$ cat src/rtl/bus_arbiter_4ch.sv
// Round-robin 4:1 arbiter/sequencer: grants one requester, registers its word, holds it under VALID/ACK.
// Latency REQ->VALID 1 cycle; word is held until ACK (DONE pulse) or TIMEOUT expiry (ERR pulse).
// Optional BUS_ARBITER_FAST_REARB_EN: re-arbitrate on the ACK cycle for back-to-back words.
module bus_arbiter_4ch #(
    parameter int WIDTH   = 32,
    parameter int TIMEOUT = 16
) (
    input  logic             CLK,
    input  logic             RST_N,
    input  logic [3:0]       REQ,
    input  logic [WIDTH-1:0] IN0,
    input  logic [WIDTH-1:0] IN1,
    input  logic [WIDTH-1:0] IN2,
    input  logic [WIDTH-1:0] IN3,
    input  logic             ACK,
    output logic             VALID,
    output logic [WIDTH-1:0] OUT,
    output logic [1:0]       SEL,
    output logic [3:0]       GNT,
    output logic [3:0]       DONE,
    output logic             ERR
);

    localparam int CW = (TIMEOUT > 0) ? $clog2(TIMEOUT + 1) : 1;
    localparam bit TO_EN = (TIMEOUT > 0);
    localparam logic [CW-1:0] CNT_LAST = CW'((TIMEOUT > 0) ? TIMEOUT - 1 : 0);

    typedef enum logic {
        IDLE = 1'b0,
        BUSY = 1'b1
    } state_t;

    state_t           state, state_nxt;
    logic             valid, valid_nxt;
    logic [WIDTH-1:0] dat, dat_nxt;
    logic [1:0]       sel, sel_nxt;
    logic [3:0]       gnt, gnt_nxt;
    logic [3:0]       done, done_nxt;
    logic             err, err_nxt;
    logic [1:0]       ptr, ptr_nxt;
    logic [CW-1:0]    cnt, cnt_nxt;

    logic [3:0]       arb_req;
    logic [1:0]       arb_ptr;
    logic [1:0]       arb_idx;
    logic [1:0]       cand;
    logic             arb_hit;
    logic [WIDTH-1:0] arb_dat;
    logic             load;
    logic             retire;

    always_ff @(posedge CLK or negedge RST_N) begin
        if (!RST_N) begin
            state <= IDLE;
            valid <= 1'b0;
            dat   <= '0;
            sel   <= '0;
            gnt   <= '0;
            done  <= '0;
            err   <= 1'b0;
            ptr   <= '0;
            cnt   <= '0;
        end else begin
            state <= state_nxt;
            valid <= valid_nxt;
            dat   <= dat_nxt;
            sel   <= sel_nxt;
            gnt   <= gnt_nxt;
            done  <= done_nxt;
            err   <= err_nxt;
            ptr   <= ptr_nxt;
            cnt   <= cnt_nxt;
        end
    end

    // In BUSY the arbiter only matters for fast re-arbitration: the current owner is masked
    // and the scan starts just after it, matching the pointer update on completion.
    always_comb begin
        arb_req = REQ;
        arb_ptr = ptr;
        if (state == BUSY) begin
            arb_req = REQ & ~gnt;
            arb_ptr = sel + 2'd1;
        end
        arb_hit = 1'b0;
        arb_idx = '0;
        cand    = '0;
        for (int k = 3; k >= 0; k--) begin
            cand = arb_ptr + 2'(k);
            if (arb_req[cand]) begin
                arb_hit = 1'b1;
                arb_idx = cand;
            end
        end
        case (arb_idx)
            2'd0:    arb_dat = IN0;
            2'd1:    arb_dat = IN1;
            2'd2:    arb_dat = IN2;
            default: arb_dat = IN3;
        endcase
    end

    always_comb begin
        state_nxt = state;
        valid_nxt = valid;
        dat_nxt   = dat;
        sel_nxt   = sel;
        gnt_nxt   = gnt;
        done_nxt  = '0;
        err_nxt   = 1'b0;
        ptr_nxt   = ptr;
        cnt_nxt   = cnt;
        load      = 1'b0;
        retire    = 1'b0;

        case (state)
            IDLE: begin
                load = arb_hit;
            end
            BUSY: begin
                // ACK takes priority over a timeout expiring in the same cycle.
                if (ACK) begin
                    done_nxt = gnt;
                    retire   = 1'b1;
`ifdef BUS_ARBITER_FAST_REARB_EN
                    load     = arb_hit;
`endif
                end else if (TO_EN && (cnt == CNT_LAST)) begin
                    err_nxt = 1'b1;
                    retire  = 1'b1;
                end else if (TO_EN) begin
                    cnt_nxt = cnt + 1'b1;
                end
            end
            default: state_nxt = IDLE;
        endcase

        if (retire) begin
            state_nxt = IDLE;
            valid_nxt = 1'b0;
            gnt_nxt   = '0;
            ptr_nxt   = sel + 2'd1;
        end
        if (load) begin
            state_nxt = BUSY;
            valid_nxt = 1'b1;
            sel_nxt   = arb_idx;
            gnt_nxt   = 4'(4'b0001 << arb_idx);
            dat_nxt   = arb_dat;
            cnt_nxt   = '0;
        end
    end

    assign VALID = valid;
    assign OUT   = dat;
    assign SEL   = sel;
    assign GNT   = gnt;
    assign DONE  = done;
    assign ERR   = err;

endmodule
$ cat config.mk
export PLATFORM = sky130hd
export DESIGN_NAME = bus_arbiter_4ch
export DESIGN_NICKNAME = d
export VERILOG_FILES = /design/src/rtl/bus_arbiter_4ch.sv
export SDC_FILE = /design/constraint.sdc
export NUM_CORES = 1
export LEC_CHECK = 0
export CAP_MARGIN = 40
export CORE_MARGIN = 10
export CORE_UTILIZATION = 30
export CTS_BUF_LIST = sky130_fd_sc_hd__clkbuf_8
export DETAILED_ROUTE_END_ITERATION = 7
export PLACE_DENSITY_LB_ADDON = 0.08
export SYNTH_ARGS = -nofsm -noshare
export SYNTH_HDL_FRONTEND = slang
export SYNTH_SLANG_ARGS = --single-unit
$ cat constraint.sdc
create_clock -name CLK -period 2.6 [get_ports CLK]
set_input_delay 0.26 -clock CLK [delete_from_list [all_inputs] [get_ports CLK]]
set_output_delay 0.26 -clock CLK [all_outputs]
set_load 0.1 [all_outputs]
==> results.ini, run 1 <==
[run_status]
status = completed

[setup_path]
crit_chain = nor2_1 > a22o_1 > o21ai_4 > and3_1 > buf_12 > nand2_1 > a311oi_1
cp-end-kind = flip-flop
path_max_fanout = 24
crit_slowest_cell = dfrtp_1
critPathMaxStageDelay_ns = 0.63
startpoint_type = flip-flop
critPathArrivalTime_ns = 2.51
critPathKind = reg -> reg
worstPathRequired_ns = 2.80

[run]
max_cap_violations = 0

[sta]
hold-worst-slack_ns = 0.442
grt_setup_unrepaired = no
timing.final.max_slew_violations = 0
slew-limit-headroom_pct = 67.4
period_needed_ns = 2.30
fmax_ghz = 0.434
post-route-period-util_pct = 88.7
worst_slew_pin_slew_ns = 0.489
fin_ws_ns = 0.295
finalSetupViolations = 0
fin_setup_tns_ns = 0
hold_viol = 0
clock_skew_ns = 0.00924

[hold_path]
hold_class = in -> async

[placed_design]
port_buffers = 178
pre_cts_ws_ns = 0.276
place_area_um2 = 5100
gp_congestion = 0.820
dpl.hpwl_um = 10300
placedCellCount = 663

[synthesis]
yosysSeqAreaShare_pct = 39.3
synth_area_um2 = 3250
yosysWarnings = 0
synth-edff-count = 0
ys_types = 43
syn_inst = 362
synth.ff_latch_count = 51
avgSynthCellArea_um2 = 8.98
synthArstFlopShare_pct = 100
synthFlopType = dfrtp_1
syn-num-nets = 499

[detailed_routing]
post-route-drc-count = 0
dr.pass1.iters = 4
routed_wl_um = 13400
wire_per_inst_um = 20.0
num_vias = 3437
avgViaCountPerCell = 5.12
drtIter0Drc = 221
postRouteAntennaNets = 0

[cells_and_area]
antenna_cells = 0
layout_commonest_cell = clkdlybuf4s50_1
drive_above_1_share_pct = 18.7
postLayoutCellArea_um2 = 5200
final_cell_mix = clkdlybuf4s50_1 (133), nand2_1 (76), buf_4 (62), dfrtp_1 (51), and3_1 (38)
final_cells = 671
final_net_count = 672
syn_to_final_growth_pct = 60.1

[die]
ioPinCount = 179
start_util_pct = 31.2
row_count = 37
die-area_um2 = 15400
fp.dieW_um = 124
die_y_um = 124
core_area_um2 = 10400

[cts]
h-tree-depth = 2
numCtsBuffers = 5
cts-resized-gates = 0
clkTransAtPathRegs_ns = 0.09
hold_buffers = 1
clkSinkCount = 51
cts_root_buf = clkbuf_8
cts_tree = built
cts_buffer_depth = 2
worstSkewPairLatency_ns = 0.31
cts_setup_buffers = 0

[global_routing]
grt_use_total_pct = 16.8
grt_max_degree = 26
use_met1_pct = 21.7
grt_overflow = 0
busiest_layer = met2
use_met3_pct = 5.93
grt_pass1_vias = 3588
grtUsageMet2_pct = 26.5
antenna_found_initial = 0
grt_pass1_wl_um = 20500

[power]
power.leakage_nw = 2.23
peakVddDrop_uv = 620
power_density_nw_per_um2 = 1470

layout make-up:
class	instances	area, um^2
inverters	4	15.0
clock inverters	1	5.00
repair buffers	202	1910
multi-input cells	271	1740
fillers	1006	5210
flip-flops and latches	51	1280
well taps	136	170
clock buffers	6	82.6
sequential cells by signal (all words and copies together), names as in the netlist:
signal and cells:
DONE 4, VALID 1, SEL 2, cnt 5
OUT 32, GNT 4, ERR 1, ptr 2
worst max-delay path: cells and delay by family, from the launching register on:
| family | cells | cell delay, ns |
|---|---|---|
| flip-flops | 1 | 0.63 |
| buffers and inverters | 1 | 0.21 |
| AO/OA/AOI/OAI | 3 | 0.87 |
| AND/OR/NAND/NOR | 3 | 0.47 |
report_power, final:
group          internal, W  total (W)  switching [W]
combinational      0.00167    0.00574        0.00407
sequential         0.00115    0.00141       0.000260
clock             0.000210   0.000477       0.000267
Yosys cell counts (2+ instances only):
cell type   n  share of area, %
nand2_1    76               8.8
dfrtp_1    51                39
and3_1     38               7.3
nor2_1     37               4.3
a221oi_1   24               6.5
a311oi_1   24               6.5
clkbuf_1   13               1.5
buf_2      11               1.7
nand3_1     9               1.4
a221oi_2    8               3.7
a311oi_2    8               3.7
buf_6       7               2.4
o21ai_0     5              0.77
buf_4       4              0.92
a21o_1      3              0.69
a31oi_1     3              0.58
inv_1       3              0.35
nor3_1      3              0.46
nor3b_1     3              0.69
o21ai_1     3              0.46
ha_1        2              0.77
nand2b_1    2              0.38
nand4_1     2              0.38
o31ai_1     2              0.46
or2_2       2              0.38
xor2_1      2              0.54
through the flow:
step / util (%) / power, W
floorplan: - / 0.00574
global placement: 48.8 / 0.00717
detailed placement: 49.0 / 0.00722
CTS: 49.9 / 0.00771
global route: 49.9 / 0.00811
finish: 49.9 / 0.00762
kinds of logic after synthesis:
family / count (synthesis) / synth area share [%]
muxes: 1 / 0.347
xor gates and xnor gates: 3 / 1.04
adders and majority gates: 2 / 0.770
buffers and inverters: 40 / 7.12
AOI/OAI and AO/OA: 89 / 26.1
and+or+nand+nor: 176 / 25.4
DFF: 51 / 39.3
path summary, 6_finish.rpt:
check / startpoint / to / slack [ns] / depth (start not counted)
setup / recovery: VALID / OUT[26] / 0.30 / 7
hold / removal: RST_N / DONE[2] / 0.44 / 2
setup reg to reg: VALID / OUT[26] / 0.30 / 7
hold reg to reg: cnt[4] / cnt[4] / 0.52 / 2
max in group asynchronous: RST_N / OUT[1] / 1.49 / 4
min in group CLK: IN3[3] / OUT[3] / 0.51 / 3
routing by layer:
| metal | vias up | part of all wire, % | routed length [um] |
|---|---|---|---|
| li1 | 1698 | - | - |
| met1 | 1590 | 43 | 5690 |
| met2 | 143 | 47 | 6320 |
| met3 | 6 | 9.6 | 1290 |
| met4 | 0 | 0.67 | 90 |
| met5 | - | 0 | 0 |
Note: power is estimated with default switching activity, not from simulation.
==> run 2, diff against run 1 <==
Settings changed: ABC_AREA from default to 1.
==> results.ini, run 2 <==
[run_status]
status = completed

[detailed_routing]
routed_wl_um = 13600
post-route-drc-count = 0
num_vias = 3970
postRouteAntennaNets = 0
avgViaCountPerCell = 4.71
dr.pass1.iters = 5
drtIter0Drc = 171
wire_per_inst_um = 16.1

[placed_design]
dpl.hpwl_um = 10600
port_buffers = 178
place_area_um2 = 5390
pre_cts_ws_ns = 0.133
gp_congestion = 0.814

[die]
start_util_pct = 30.8
core_area_um2 = 11500
die-area_um2 = 16500
die_y_um = 128
fp.dieW_um = 128
row_count = 39
ioPinCount = 179

[synthesis]
synth_most_common_cell = nand2_1
synth-edff-count = 0
synth_area_leaders = dfrtp_1 (36%), nand2_1 (19%), nand3_1 (13%), nand3b_1 (6.8%), o21ai_0 (5.5%)
avgSynthCellArea_um2 = 6.73
syn_inst = 525
synthFlopType = dfrtp_1
synthArstFlopShare_pct = 100
yosysSeqAreaShare_pct = 36.1
synth.ff_latch_count = 51
synth_top_cells_by_count = nand2_1 (182), nand3_1 (91), dfrtp_1 (51)
syn-num-nets = 662
synth_area_um2 = 3530
yosys.area.top_type = dfrtp_1
ys_types = 28
yosysWarnings = 0
synth_top_area_share_pct = 36.1

[hold_path]
hold_class = in -> async

[cells_and_area]
utilization_pct = 48.0
final_net_count = 835
postLayoutCellArea_um2 = 5500
drive_above_1_share_pct = 13.0
syn_to_final_growth_pct = 55.8
largest_reg_flops = 32
layout_commonest_cell = nand2_1
final_cell_mix = nand2_1 (182), clkdlybuf4s50_1 (133), nand3_1 (91), buf_4 (61)

[cts]
clkSinkCount = 51
cts_setup_buffers = 0
cts_root_buf = clkbuf_8
numCtsBuffers = 5
cts_tree = built
worstSkewPairLatency_ns = 0.31
h-tree-depth = 2
cts_buffer_depth = 2
clkTransAtPathRegs_ns = 0.11

[setup_path]
reg2reg_from = VALID
critPathKind = reg -> reg
crit_buf_inv = 3
ff2ff_setup_slack_ns = 0.24
crit_start = VALID
cp-end-kind = flip-flop
critPathMaxStageDelay_ns = 0.51
r2r-end = OUT[0]
path_delay_family = simple AND/OR/NAND/NOR gates
cp.depth = 11
startpoint_type = flip-flop
cpMostUsedCell = nand2_1
path_max_fanout = 33
worstPathRequired_ns = 2.85
critPathArrivalTime_ns = 2.61
reg2reg_depth = 11
crit_slowest_cell = nor4_1
crit_chain = buf_4 > nand2_1 > o21ai_2 > nand2_1 > nand2_1 > nor4_1 > nor2_4 > clkinv_1 > buf_4 > nand2_1 > nand2_1

[global_routing]
grt_use_total_pct = 15.9
grt_pass1_vias = 4045
grt_overflow = 0
grt_max_degree = 67
antenna_found_initial = 1
grt_pass1_wl_um = 21400

[sta]
clock_skew_ns = 0.0115
slew-limit-headroom_pct = 64.5
fmax_ghz = 0.424
fin_ws_ns = 0.241
hold_viol = 0
timing.final.max_slew_violations = 0
fin_setup_tns_ns = 0
worst_slew_pin_slew_ns = 0.528
post-route-period-util_pct = 90.7
grt_setup_unrepaired = no
period_needed_ns = 2.36
finalSetupViolations = 0

[run]
max_cap_violations = 0

==> run 2: how the worst max path moves through the flow <==
stage / end / slack (ns)
global placement: OUT[17] / 0.19
CTS: OUT[17] / 0.11
detailed placement: OUT[17] / 0.13
global route: OUT[14] / 0.02
floorplan: OUT[29] / 0.008
finish: OUT[0] / 0.24
==> run 2: area by class of cell <==
type / instances / area (um^2)
diodes: 1 / 2.50
clock buffers: 5 / 68.8
clock inverters: 3 / 23.8
fillers: 1204 / 5970
inverters: 55 / 211
multi-input cells: 385 / 1850
flip-flops and latches: 51 / 1280
well taps: 143 / 179
repair buffers: 200 / 1880
==> run 2: what timing repair did <==
action / CTS / global route
endpoints found under the hold margin: 4 / 0
gates resized for setup: 0 / 3
setup endpoints to repair: 0 / 33
hold buffers: 1 / 0
==> run 2: routing by layer <==
layer	part of all wire, %	up-vias	global-route usage (%)
li1	-	2029	-
met1	40	1816	18.3
met2	50	120	27.8
met3	9.6	5	6.00
met4	0.63	0	2.78
met5	0	-	0
==> run 2: worst register-to-register path: stages, from the launching register on <==
cell and delay (ns):
dfrtp_2 0.49, buf_4 0.17, nand2_1 0.07, o21ai_2 0.09, nand2_1 0.07, nand2_1 0.08, nor4_1 0.52, nor2_4 0.14
clkinv_1 0.09, buf_4 0.38, nand2_1 0.11, nand2_1 0.08
==> run 2: cell families after synthesis <==
logic type,Yosys count,share of synthesized area [%]
compound gates,52,7.94
xor+xnor,1,0.248
fa+ha+maj,2,0.709
buf+inv,89,11.9
flops,51,36.1
simple gates,330,43.0
==> run 2: through the flow <==
| stage | hold WS (ns) | cells |
|---|---|---|
| 3_3_place_gp | 0.0973 | 833 |
| 5_1_grt | 0.286 | 842 |
| 4_1_cts | 0.289 | 842 |
| 2_1_floorplan | -0.0356 | 525 |
| 6_report | 0.291 | 843 |
| 3_5_place_dp | 0.101 | 833 |
Power of run 2 is left out: the tool's default activity adds up to more than one toggle a clock period on the data nets, which glitch-free logic cannot reach.
